## src/rtl/rf_bypass_sb_pkg.sv

```systemverilog
// Shared defaults, select-width helper and register index type for the
// decode-stage register file with pending-write scoreboard.
package rf_bypass_sb_pkg;
    localparam int DEF_DATA_W   = 16;
    localparam int DEF_NUM_REGS = 8;
    localparam int DEF_NUM_RD   = 2;

    function automatic int sel_w(input int num_regs);
        return (num_regs < 2) ? 1 : $clog2(num_regs);
    endfunction

    typedef logic [$clog2(DEF_NUM_REGS)-1:0] reg_idx_t;
endpackage

```

## src/rtl/rf_bypass_rdport.sv

```systemverilog
// One combinational read port: stored value or forwarded write data, plus
// the busy bit of the selected register.
module rf_bypass_rdport
    import rf_bypass_sb_pkg::*;
#(
    parameter int DATA_W   = DEF_DATA_W,
    parameter int NUM_REGS = DEF_NUM_REGS,
    parameter int BYPASS   = 1,
    parameter int ZERO_REG = 0,
    parameter int SEL_W    = sel_w(NUM_REGS)
) (
    input  logic [SEL_W-1:0]                rd_sel,
    input  logic [NUM_REGS-1:0][DATA_W-1:0] regs,
    input  logic                            fwd_en,
    input  logic [SEL_W-1:0]                wr_sel,
    input  logic [DATA_W-1:0]               wr_data,
    input  logic [NUM_REGS-1:0]             busy_vec,
    output logic [DATA_W-1:0]               rd_data,
    output logic                            rd_busy
);
    localparam logic [SEL_W:0] NUM_REGS_L = (SEL_W+1)'(NUM_REGS);

    logic in_range;
    logic zero_forced;
    logic fwd_hit;

    always_comb begin
        in_range    = {1'b0, rd_sel} < NUM_REGS_L;
        zero_forced = (ZERO_REG != 0) && (rd_sel == '0);
        fwd_hit     = (BYPASS != 0) && fwd_en && (wr_sel == rd_sel) && in_range && !zero_forced;
        rd_data     = '0;
        rd_busy     = 1'b0;
        // A forwarded write retires its producer, so busy reads clear.
        if (fwd_hit) begin
            rd_data = wr_data;
        end else if (in_range && !zero_forced) begin
            rd_data = regs[rd_sel];
            rd_busy = busy_vec[rd_sel];
        end
    end
endmodule

```

## src/rtl/rf_bypass_sb.sv

```systemverilog
// Parametrised bypassed register file with per-register busy scoreboard and
// a sticky hazard/range error flag.
module rf_bypass_sb
    import rf_bypass_sb_pkg::*;
#(
    parameter int DATA_W   = DEF_DATA_W,
    parameter int NUM_REGS = DEF_NUM_REGS,
    parameter int NUM_RD   = DEF_NUM_RD,
    parameter int BYPASS   = 1,
    parameter int ZERO_REG = 0,
    parameter int SEL_W    = sel_w(NUM_REGS)
) (
    input  logic                     clk,
    input  logic                     rst,
    input  logic [NUM_RD*SEL_W-1:0]  rd_sel,
    output logic [NUM_RD*DATA_W-1:0] rd_data,
    output logic [NUM_RD-1:0]        rd_busy,
    input  logic                     wr_en,
    input  logic [SEL_W-1:0]         wr_sel,
    input  logic [DATA_W-1:0]        wr_data,
    input  logic                     issue_en,
    input  logic [SEL_W-1:0]         issue_sel,
    output logic [NUM_REGS-1:0]      busy_vec,
    output logic                     err
);
    localparam logic [SEL_W:0] NUM_REGS_L = (SEL_W+1)'(NUM_REGS);

    logic [NUM_REGS-1:0][DATA_W-1:0] regs_q, regs_d;
    logic [NUM_REGS-1:0]             busy_q, busy_d;
    logic                            err_q, err_d;

    logic wr_in_range, iss_in_range;
    logic wr_ok, iss_ok, waw_hazard;

    always_comb begin
        wr_in_range  = {1'b0, wr_sel} < NUM_REGS_L;
        iss_in_range = {1'b0, issue_sel} < NUM_REGS_L;
        wr_ok        = wr_en && wr_in_range && !((ZERO_REG != 0) && (wr_sel == '0));
        iss_ok       = issue_en && iss_in_range && !((ZERO_REG != 0) && (issue_sel == '0));
        // A write retiring the old producer in the same cycle is a legal re-issue.
        waw_hazard   = issue_en && iss_in_range && busy_q[issue_sel] &&
                       !(wr_en && (wr_sel == issue_sel));

        regs_d = regs_q;
        busy_d = busy_q;
        err_d  = err_q;
        if (wr_ok) begin
            regs_d[wr_sel] = wr_data;
            busy_d[wr_sel] = 1'b0;
        end
        if (iss_ok) begin
            busy_d[issue_sel] = 1'b1;
        end
        if (waw_hazard || (issue_en && !iss_in_range) || (wr_en && !wr_in_range)) begin
            err_d = 1'b1;
        end
        if (!rst) begin
            regs_d = '0;
            busy_d = '0;
            err_d  = 1'b0;
        end
    end

    always_ff @(posedge clk) begin
        regs_q <= regs_d;
        busy_q <= busy_d;
        err_q  <= err_d;
    end

    assign busy_vec = busy_q;
    assign err      = err_q;

    for (genvar i = 0; i < NUM_RD; i++) begin : g_rd
        rf_bypass_rdport #(
            .DATA_W   (DATA_W),
            .NUM_REGS (NUM_REGS),
            .BYPASS   (BYPASS),
            .ZERO_REG (ZERO_REG),
            .SEL_W    (SEL_W)
        ) u_rdport (
            .rd_sel   (rd_sel[i*SEL_W +: SEL_W]),
            .regs     (regs_q),
            .fwd_en   (rst & wr_en),
            .wr_sel   (wr_sel),
            .wr_data  (wr_data),
            .busy_vec (busy_q),
            .rd_data  (rd_data[i*DATA_W +: DATA_W]),
            .rd_busy  (rd_busy[i])
        );
    end
endmodule

```

## config.mk

```make
export PLATFORM = sky130hd
export DESIGN_NAME = rf_bypass_sb
export DESIGN_NICKNAME = d
export VERILOG_FILES = /design/src/rtl/rf_bypass_sb_pkg.sv /design/src/rtl/rf_bypass_rdport.sv /design/src/rtl/rf_bypass_sb.sv
export SDC_FILE = /design/constraint.sdc
export NUM_CORES = 1
export LEC_CHECK = 0
export BUFFER_PORTS_ARGS = -buffer_cell sky130_fd_sc_hd__buf_2
export CAP_MARGIN = 25
export CORE_UTILIZATION = 50
export CTS_BUF_LIST = sky130_fd_sc_hd__clkbuf_16
export DETAILED_ROUTE_END_ITERATION = 8
export GPL_ROUTABILITY_DRIVEN = 0
export PLACE_DENSITY = 0.72
export SYNTH_ARGS = -nofsm -noshare
export SYNTH_HDL_FRONTEND = slang
export SYNTH_SLANG_ARGS = --single-unit
```

## constraint.sdc

```tcl
create_clock -name clk -period 1.6 [get_ports clk]
set_input_delay 0.08 -clock clk [delete_from_list [all_inputs] [get_ports clk]]
set_output_delay 0.08 -clock clk [all_outputs]
set_load 0.05 [all_outputs]
```

==> results of run 1 <==
-- power groups by stage --
stage	clock network, uW	logic [uW]	registers, uW
after floorplan	0	806	3630
after global placement	0	1160	3620
after detailed placement	0	1170	3620
after CTS	4270	1280	3550
after global routing	4430	1360	3560
final	4270	1300	3550
-- routing by layer --
layer	GRT usage (%)	vias to the layer above	wire length, um
met1	38.6	3339	9890
met2	51.1	238	12000
met5	0	-	0
met4	12.7	0	717
li1	-	3011	-
met3	6.47	51	1410
-- stage by stage --
| stage | util, % | power (uW) |
|---|---|---|
| after global placement | 57.8 | 4780 |
| after global routing | 65.6 | 9350 |
| after CTS | 65.2 | 9100 |
| after floorplan | - | 4440 |
| after detailed placement | 57.8 | 4790 |
| final | 65.7 | 9120 |
-- layout by cell type (no fill, tap or decap), types with 6 or more instances in the layout --
| cell type | n |
|---|---|
| clkbuf_16 | 17 |
| buf_4 | 73 |
| mux4_2 | 69 |
| a21boi_0 | 130 |
| buf_6 | 14 |
| mux2_4 | 54 |
| buf_8 | 20 |
| dfxtp_1 | 80 |
| mux2_2 | 12 |
| buf_2 | 40 |
| nand2_1 | 258 |
| xor2_1 | 6 |
| nor2b_1 | 10 |
| dfxtp_2 | 55 |
| buf_12 | 8 |
-- cell type report --
cell class	count	area, um^2
Multi-Input combinational cell	578	4960
Clock buffer	17	425
Timing Repair Buffer	160	1420
Antenna cell	2	5.00
Fill cell	1165	5280
Sequential cell	137	2820
Tap cell	211	264
Clock inverter	15	209
-- worst max-delay path, stage by stage (launching register included) --
cell	delay, ps
dfxtp_2	330
mux4_2	470
mux2_4	300
mux2_4	270
buf_8	150
-- state kept, by name, indices dropped and copies added (netlist names) --
register  count
busy_vec      8
regs_q      128
err           1
-- kinds of logic after synthesis --
group / count (synthesis)
flops: 137
buf+inv: 92
simple gates: 293
compound gates: 139
mux: 137
xor+xnor: 9
-- path summary, 6_finish.rpt --
check                     to   startpoint
setup reg to reg         err  busy_vec[6]
setup / recovery  rd_data[8]   regs_q[56]
hold reg to reg   regs_q[20]   regs_q[20]
hold / removal    regs_q[56]   wr_data[8]
-- repair_timing --
action,4_1_cts,5_1_grt
buffers inserted,7,3
hold endpoints to repair,4,0
hold buffers,5,0
endpoints found under the setup margin,34,34
gates resized for setup,138,25
==> metrics.json, run 1 <==
{
  "timing.final.crit_share_pct": 127,
  "synth_top_family_by_area": "multiplexers",
  "internal-power_uw": 6820,
  "power_density_nw_per_um2": 904,
  "path_max_fanout": 3,
  "finalSetupViolCount": 34,
  "synth_commonest_cells": "nand2_1 (258), dfxtp_1 (137), a21boi_0 (130)",
  "synth_enable_flop_cells": 0,
  "fmax_mhz": 491,
  "clock_tree.htree_level_count": 4,
  "slew_violations": 0,
  "outcome": "finished with violations",
  "p_switching_uw": 2300,
  "floorplan.die.width_um": 128,
  "final_period_demand_of_the_worst_path_ps": 2040,
  "initial_antenna_violation_count": 2,
  "netlist.top_cell.by_area": "dfxtp_1",
  "complex_gate_fraction_of_the_synthesized_area_pct": 13.2,
  "sequential_power_share_pct": 38.9,
  "cts-root-to-sink-buffers": 2,
  "floorplan.die_area_um2": 16500,
  "hold_slack_ps": 7.47,
  "remaining_drcs": 0,
  "reg2reg_setup_slack_ps": 240,
  "worst_reg2reg_path_depth": 4,
  "place_area_um2": 8890,
  "synthToLayoutAreaGrowth_pct": 26.6,
  "dpl_worst_slack_ps": -258,
  "tritoncts.num_buffers": 17,
  "reported_leakage_power_uw": 0.00388,
  "clock_sink_count": 137,
  "yosys.area_share.xor_xnor_pct": 0.989,
  "finalHoldViolations": 0,
  "layout-drive-gt1-share_pct": 42.1,
  "timing.critical_path.to_type": "primary output",
  "tightestPinTransition_ps": 741,
  "hpwlAfterDp_mm": 15.6,
  "finalNonFillerCells": 1120,
  "switching_share_pct": 25.3,
  "number_of_global_route_vias_before_repair": 6694,
  "avgRoutedWirePerCell_um": 21.4,
  "slew_headroom_pct": 50.6,
  "ant_nets": 0,
  "whs_path_depth": 3,
  "syn_area_per_cell_um2": 9.88,
  "yosys.area_share.simple_pct": 15.6,
  "finish.net_count": 926,
  "synth.most_common_cell": "nand2_1",
  "placed_cells": 1071,
  "postSynthRegisterBits": 137,
  "synth_sequential_area_ratio_pct": 34.4,
  "hp-class": "in2reg",
  "power.share.combinational_pct": 14.3,
  "tritoncts": "yes",
  "max_cap_violations": 0,
  "fp.coreArea_um2": 15400,
  "cts_root_buffer": "clkbuf_16",
  "synth_async_sr_flop_share_pct": 0,
  "drtPass1Iterations": 5,
  "via_count": 6639,
  "rsz0062_at_grt": "yes",
  "dr.first_iter.drc_count": 640,
  "cp.required_ps": 1520,
  "clk_transition_reported_paths_ps": 60,
  "top_level_ports": 75,
  "route.detailed.vias_per_inst": 5.93,
  "power.clock.fraction_pct": 46.8,
  "port-buffer-count": 74,
  "post-synth-top-area-fraction_pct": 34.4,
  "final.setup.tns_ps": -13450,
  "multiplexer_area_fraction_after_synthesis_pct": 29.9,
  "post_route_setup_slack_ps": -438,
  "routed_wirelength_mm": 24.0,
  "grt.overflow.total": 0,
  "wire_length_of_the_first_global_routing_pass_mm": 37.1,
  "synthFlopType": "dfxtp_1",
  "violations_in_the_final_reports": "setup timing",
  "initial_utilization_pct": 51.9,
  "grt_max_degree": 85,
  "netlist_instances": 807,
  "grt.total_usage_pct": 30.7,
  "worstPathArrival_ps": 1960,
  "irDropWorstVdd_v": 0.000841,
  "synthDistinctLibCells": 31,
  "synthesis.area_um2": 7970,
  "critical_path_class": "reg2out",
  "final.setup_skew_ps": 4.08,
  "std_cell_rows": 45,
  "final_design_area_no_fill_um2": 10100,
  "fp.dieH_um": 128,
  "net_count_after_synthesis": 839,
  "insertion_delay_ps": 420,
  "synthesis.yosys.warnings": 0,
  "timing.critical_path.from_type": "flip-flop",
  "yosys-top-cells-area": "dfxtp_1 (34%), mux4_2 (19%), a21boi_0 (12%), nand2_1 (12%), mux2_2 (6.8%)",
  "synth_adder_area_share_pct": 0
}
Note: power is estimated with default switching activity, not from simulation.
==> inputs of run 2 (changes only) <==
--- a/config.mk
+++ b/config.mk
@@ -7,11 +7,14 @@
 export LEC_CHECK = 0
 export BUFFER_PORTS_ARGS = -buffer_cell sky130_fd_sc_hd__buf_2
 export CAP_MARGIN = 25
-export CORE_UTILIZATION = 50
+export CELL_PAD_IN_SITES_DETAIL_PLACEMENT = 0
+export CELL_PAD_IN_SITES_GLOBAL_PLACEMENT = 2
+export CORE_UTILIZATION = 35
 export CTS_BUF_LIST = sky130_fd_sc_hd__clkbuf_16
 export DETAILED_ROUTE_END_ITERATION = 8
 export GPL_ROUTABILITY_DRIVEN = 0
-export PLACE_DENSITY = 0.72
+export GPL_TIMING_DRIVEN = 0
+export PLACE_DENSITY_LB_ADDON = 0.1
 export SYNTH_ARGS = -nofsm -noshare
 export SYNTH_HDL_FRONTEND = slang
 export SYNTH_SLANG_ARGS = --single-unit
==> metrics.json, run 2 (synthesized netlist as in run 1, its figures left out) <==
{
  "outcome": "finished with violations",
  "violations_in_the_final_reports": "setup timing",
  "whs_path_depth": {"value": 3, "change": "unchanged"},
  "hpwlAfterDp": {"value": 19.6, "unit": "mm", "change": "+26%"},
  "clk_transition_reported_paths": {"value": 70, "unit": "ps", "change": "about the same"},
  "floorplan.die.width": {"value": 153, "unit": "um", "change": "+19%"},
  "via_count": {"value": 6443, "change": "-3.0%"},
  "synthToLayoutAreaGrowth_pct": 20.9,
  "port-buffer-count": {"value": 48, "change": "-35%"},
  "floorplan.die_area": {"value": 23400, "unit": "um^2", "change": "+42%"},
  "number_of_global_route_vias_before_repair": {"value": 6537, "change": "-2.3%"},
  "tightestPinTransition": {"value": 966, "unit": "ps", "change": "+226 ps"},
  "layout-drive-gt1-share": {"value": 32.5, "unit": "%", "change": "-9.6 points"},
  "tritoncts": "yes",
  "clock_tree.htree_level_count": {"value": 4, "change": "unchanged"},
  "fp.coreArea": {"value": 22100, "unit": "um^2", "change": "+44%"},
  "timing.critical_path.to_type": "primary output",
  "worst_reg2reg_path_depth": {"value": 4, "change": "unchanged"},
  "power.clock.fraction": {"value": 44.2, "unit": "%", "change": "-2.6 points"},
  "initial_utilization": {"value": 36.1, "unit": "%", "change": "-16 points"},
  "grt.overflow.total": {"value": 0, "change": "unchanged"},
  "fp.dieH": {"value": 153, "unit": "um", "change": "+19%"},
  "slew_headroom": {"value": 35.6, "unit": "%", "change": "-15 points"},
  "hp-class": "in2reg",
  "slowest_cell_delay_on_critical_path": {"value": 530, "unit": "ps", "change": "+60 ps"},
  "fmax": {"value": 475, "unit": "MHz", "change": "-3.2%"},
  "ant_nets": {"value": 0, "change": "unchanged"},
  "grt.total_usage": {"value": 24.1, "unit": "%", "change": "-6.6 points"},
  "finalNonFillerCells": {"value": 1172, "change": "+4.6%"},
  "finish.net_count": {"value": 910, "change": "-1.7%"},
  "route.detailed.vias_per_inst": {"value": 5.50, "change": "-7.3%"},
  "reg2reg_setup_slack": {"value": 210, "unit": "ps", "change": "-30 ps"},
  "cts_root_buffer": "clkbuf_16",
  "drtPass1Iterations": {"value": 4, "change": "-1"},
  "dr.first_iter.drc_count": {"value": 494, "change": "-23%"},
  "largest_register": "regs_q",
  "timing.critical_path.from_type": "flip-flop",
  "std_cell_rows": {"value": 54, "change": "+20%"},
  "crit_slowest_cell": "mux4_2",
  "slew_violations": {"value": 0, "change": "unchanged"},
  "routed_wirelength": {"value": 27.2, "unit": "mm", "change": "+13%"},
  "grt_max_degree": {"value": 17, "change": "-80%"},
  "post_route_setup_slack": {"value": -505, "unit": "ps", "change": "-67.8 ps"},
  "multi_input_comb_area": {"value": 4870, "unit": "um^2", "change": "-1.6%"},
  "crit_family": "multiplexers",
  "remaining_drcs": {"value": 0, "change": "unchanged"},
  "cts-root-to-sink-buffers": {"value": 2, "change": "unchanged"},
  "path_buf_inv": {"value": 1, "change": "unchanged"},
  "finalSetupViolCount": {"value": 34, "change": "unchanged"},
  "critPathMostFrequentCell": "mux2_4",
  "final.setup_skew": {"value": 4.09, "unit": "ps", "change": "+0.0159 ps"},
  "sequential_power_share": {"value": 41.2, "unit": "%", "change": "+2.3 points"},
  "num-fill-cells": {"value": 2124, "change": "+82%"},
  "max_cap_violations": {"value": 0, "change": "unchanged"},
  "timing.rr.start": "busy_vec[7]",
  "critical_path_class": "reg2out",
  "footprint_of_the_flip_flops_and_latches": {"value": 2790, "unit": "um^2", "change": "-1.2%"},
  "avgRoutedWirePerCell": {"value": 23.2, "unit": "um", "change": "+8.4%"},
  "hold_slack": {"value": 12.0, "unit": "ps", "change": "+4.52 ps"},
  "largest_register_ff_count": {"value": 128, "change": "unchanged"},
  "path_max_fanout": {"value": 3, "change": "unchanged"},
  "top_level_ports": {"value": 75, "change": "unchanged"},
  "holdPathEnd": "busy_vec[7]",
  "power.share.combinational": {"value": 14.6, "unit": "%", "change": "+0.3 points"},
  "finalHoldViolations": {"value": 0, "change": "unchanged"},
  "tritoncts.num_buffers": {"value": 17, "change": "unchanged"},
  "wire_length_of_the_first_global_routing_pass": {"value": 41.1, "unit": "mm", "change": "+11%"},
  "timing.final.crit_share": {"value": 132, "unit": "%", "change": "+4.2 points"},
  "crit_cells": {"value": 4, "change": "unchanged"},
  "reported_leakage_power": {"value": 0.00347, "unit": "uW", "change": "-10%"},
  "most_frequent_cells_in_the_layout": "nand2_1 (258), a21boi_0 (130), dfxtp_1 (103), mux4_2 (69), clkbuf_1 (54)",
  "irDropWorstVdd": {"value": 0.000563, "unit": "V", "change": "-33%"},
  "placed_cells": {"value": 1135, "change": "+6.0%"},
  "cp.required": {"value": 1520, "unit": "ps", "change": "about the same"},
  "timing.critical_path.cells": "mux4_2 > mux2_4 > mux2_4 > buf_8",
  "internal-power": {"value": 6140, "unit": "uW", "change": "-10%"},
  "rsz0062_at_grt": "yes",
  "power_density": {"value": 893, "unit": "nW/um^2", "change": "-1.2%"},
  "insertion_delay": {"value": 430, "unit": "ps", "change": "about the same"},
  "commonest_non_fill_non_tap_cell_in_the_layout": "nand2_1",
  "worstPathArrival": {"value": 2030, "unit": "ps", "change": "+70 ps"},
  "reg2reg_end": "err",
  "p_switching": {"value": 2470, "unit": "uW", "change": "+7.2%"},
  "min_from": "issue_sel[1]",
  "initial_antenna_violation_count": {"value": 1, "change": "-1"},
  "clock_sink_count": {"value": 137, "change": "unchanged"},
  "final_period_demand_of_the_worst_path": {"value": 2110, "unit": "ps", "change": "+67.8 ps"},
  "switching_share": {"value": 28.7, "unit": "%", "change": "+3.4 points"}
}
run 2: metrics by stage:
stage	instance area (um^2)	utilization, %	worst slack (ps)	power, uW	TNS, ps
CTS	9560	43.3	-500	8640	-15390
finish	9640	43.6	-505	8610	-15230
global route	9640	43.6	-531	8890	-16400
global placement	8670	39.2	-548	4770	-32200
detailed placement	8670	39.2	-537	4780	-36110
floorplan	8080	-	-23.4	4440	-365
run 2: worst max path at each step:
| stage | from | to | slack, ps |
|---|---|---|---|
| 5_1_grt | regs_q[20] | rd_data[20] | -530 |
| 2_1_floorplan | wr_sel[2] | rd_data[16] | -20 |
| 3_5_place_dp | rd_sel[3] | rd_data[20] | -540 |
| 4_1_cts | regs_q[20] | rd_data[20] | -500 |
| 3_3_place_gp | rd_sel[3] | rd_data[20] | -550 |
| 6_report | regs_q[20] | rd_data[20] | -510 |
run 2: area by class of cell:
type / instances / share of cell area, %
plain buffers: 90 / 5.34
flip-flops and latches: 137 / 28.9
diodes: 1 / 0.0260
well taps: 280 / 3.63
multi-input cells: 578 / 50.6
clock inverters: 15 / 1.34
repair buffers: 54 / 5.78
clock buffers: 17 / 4.41
run 2: power by group through the flow:
stage	combinational (uW)	sequential (uW)	clock (uW)
CTS	1250	3540	3850
detailed placement	1160	3620	0
floorplan	806	3630	0
global placement	1150	3620	0
global route	1320	3560	4010
finish	1250	3550	3810
run 2: timing repair:
action                                 4_1_cts  5_1_grt
gates cloned                                 0        0
setup buffers                                4        1
setup endpoints to repair                   34       48
gates resized for setup                    100       31
endpoints found under the hold margin        1        0
hold buffers                                 1        0
run 2: tightest hold or removal path, cell delays in order:
cell	delay, ps
buf_2	150
nand4_1	100
a21boi_0	70
run 2: routing by layer:
layer  GRT usage, %  part of all wire (%)
met1           33.0                    46
met2           38.8                    48
met3           3.83                   4.8
met4           7.79                   1.7
met5              0                     0
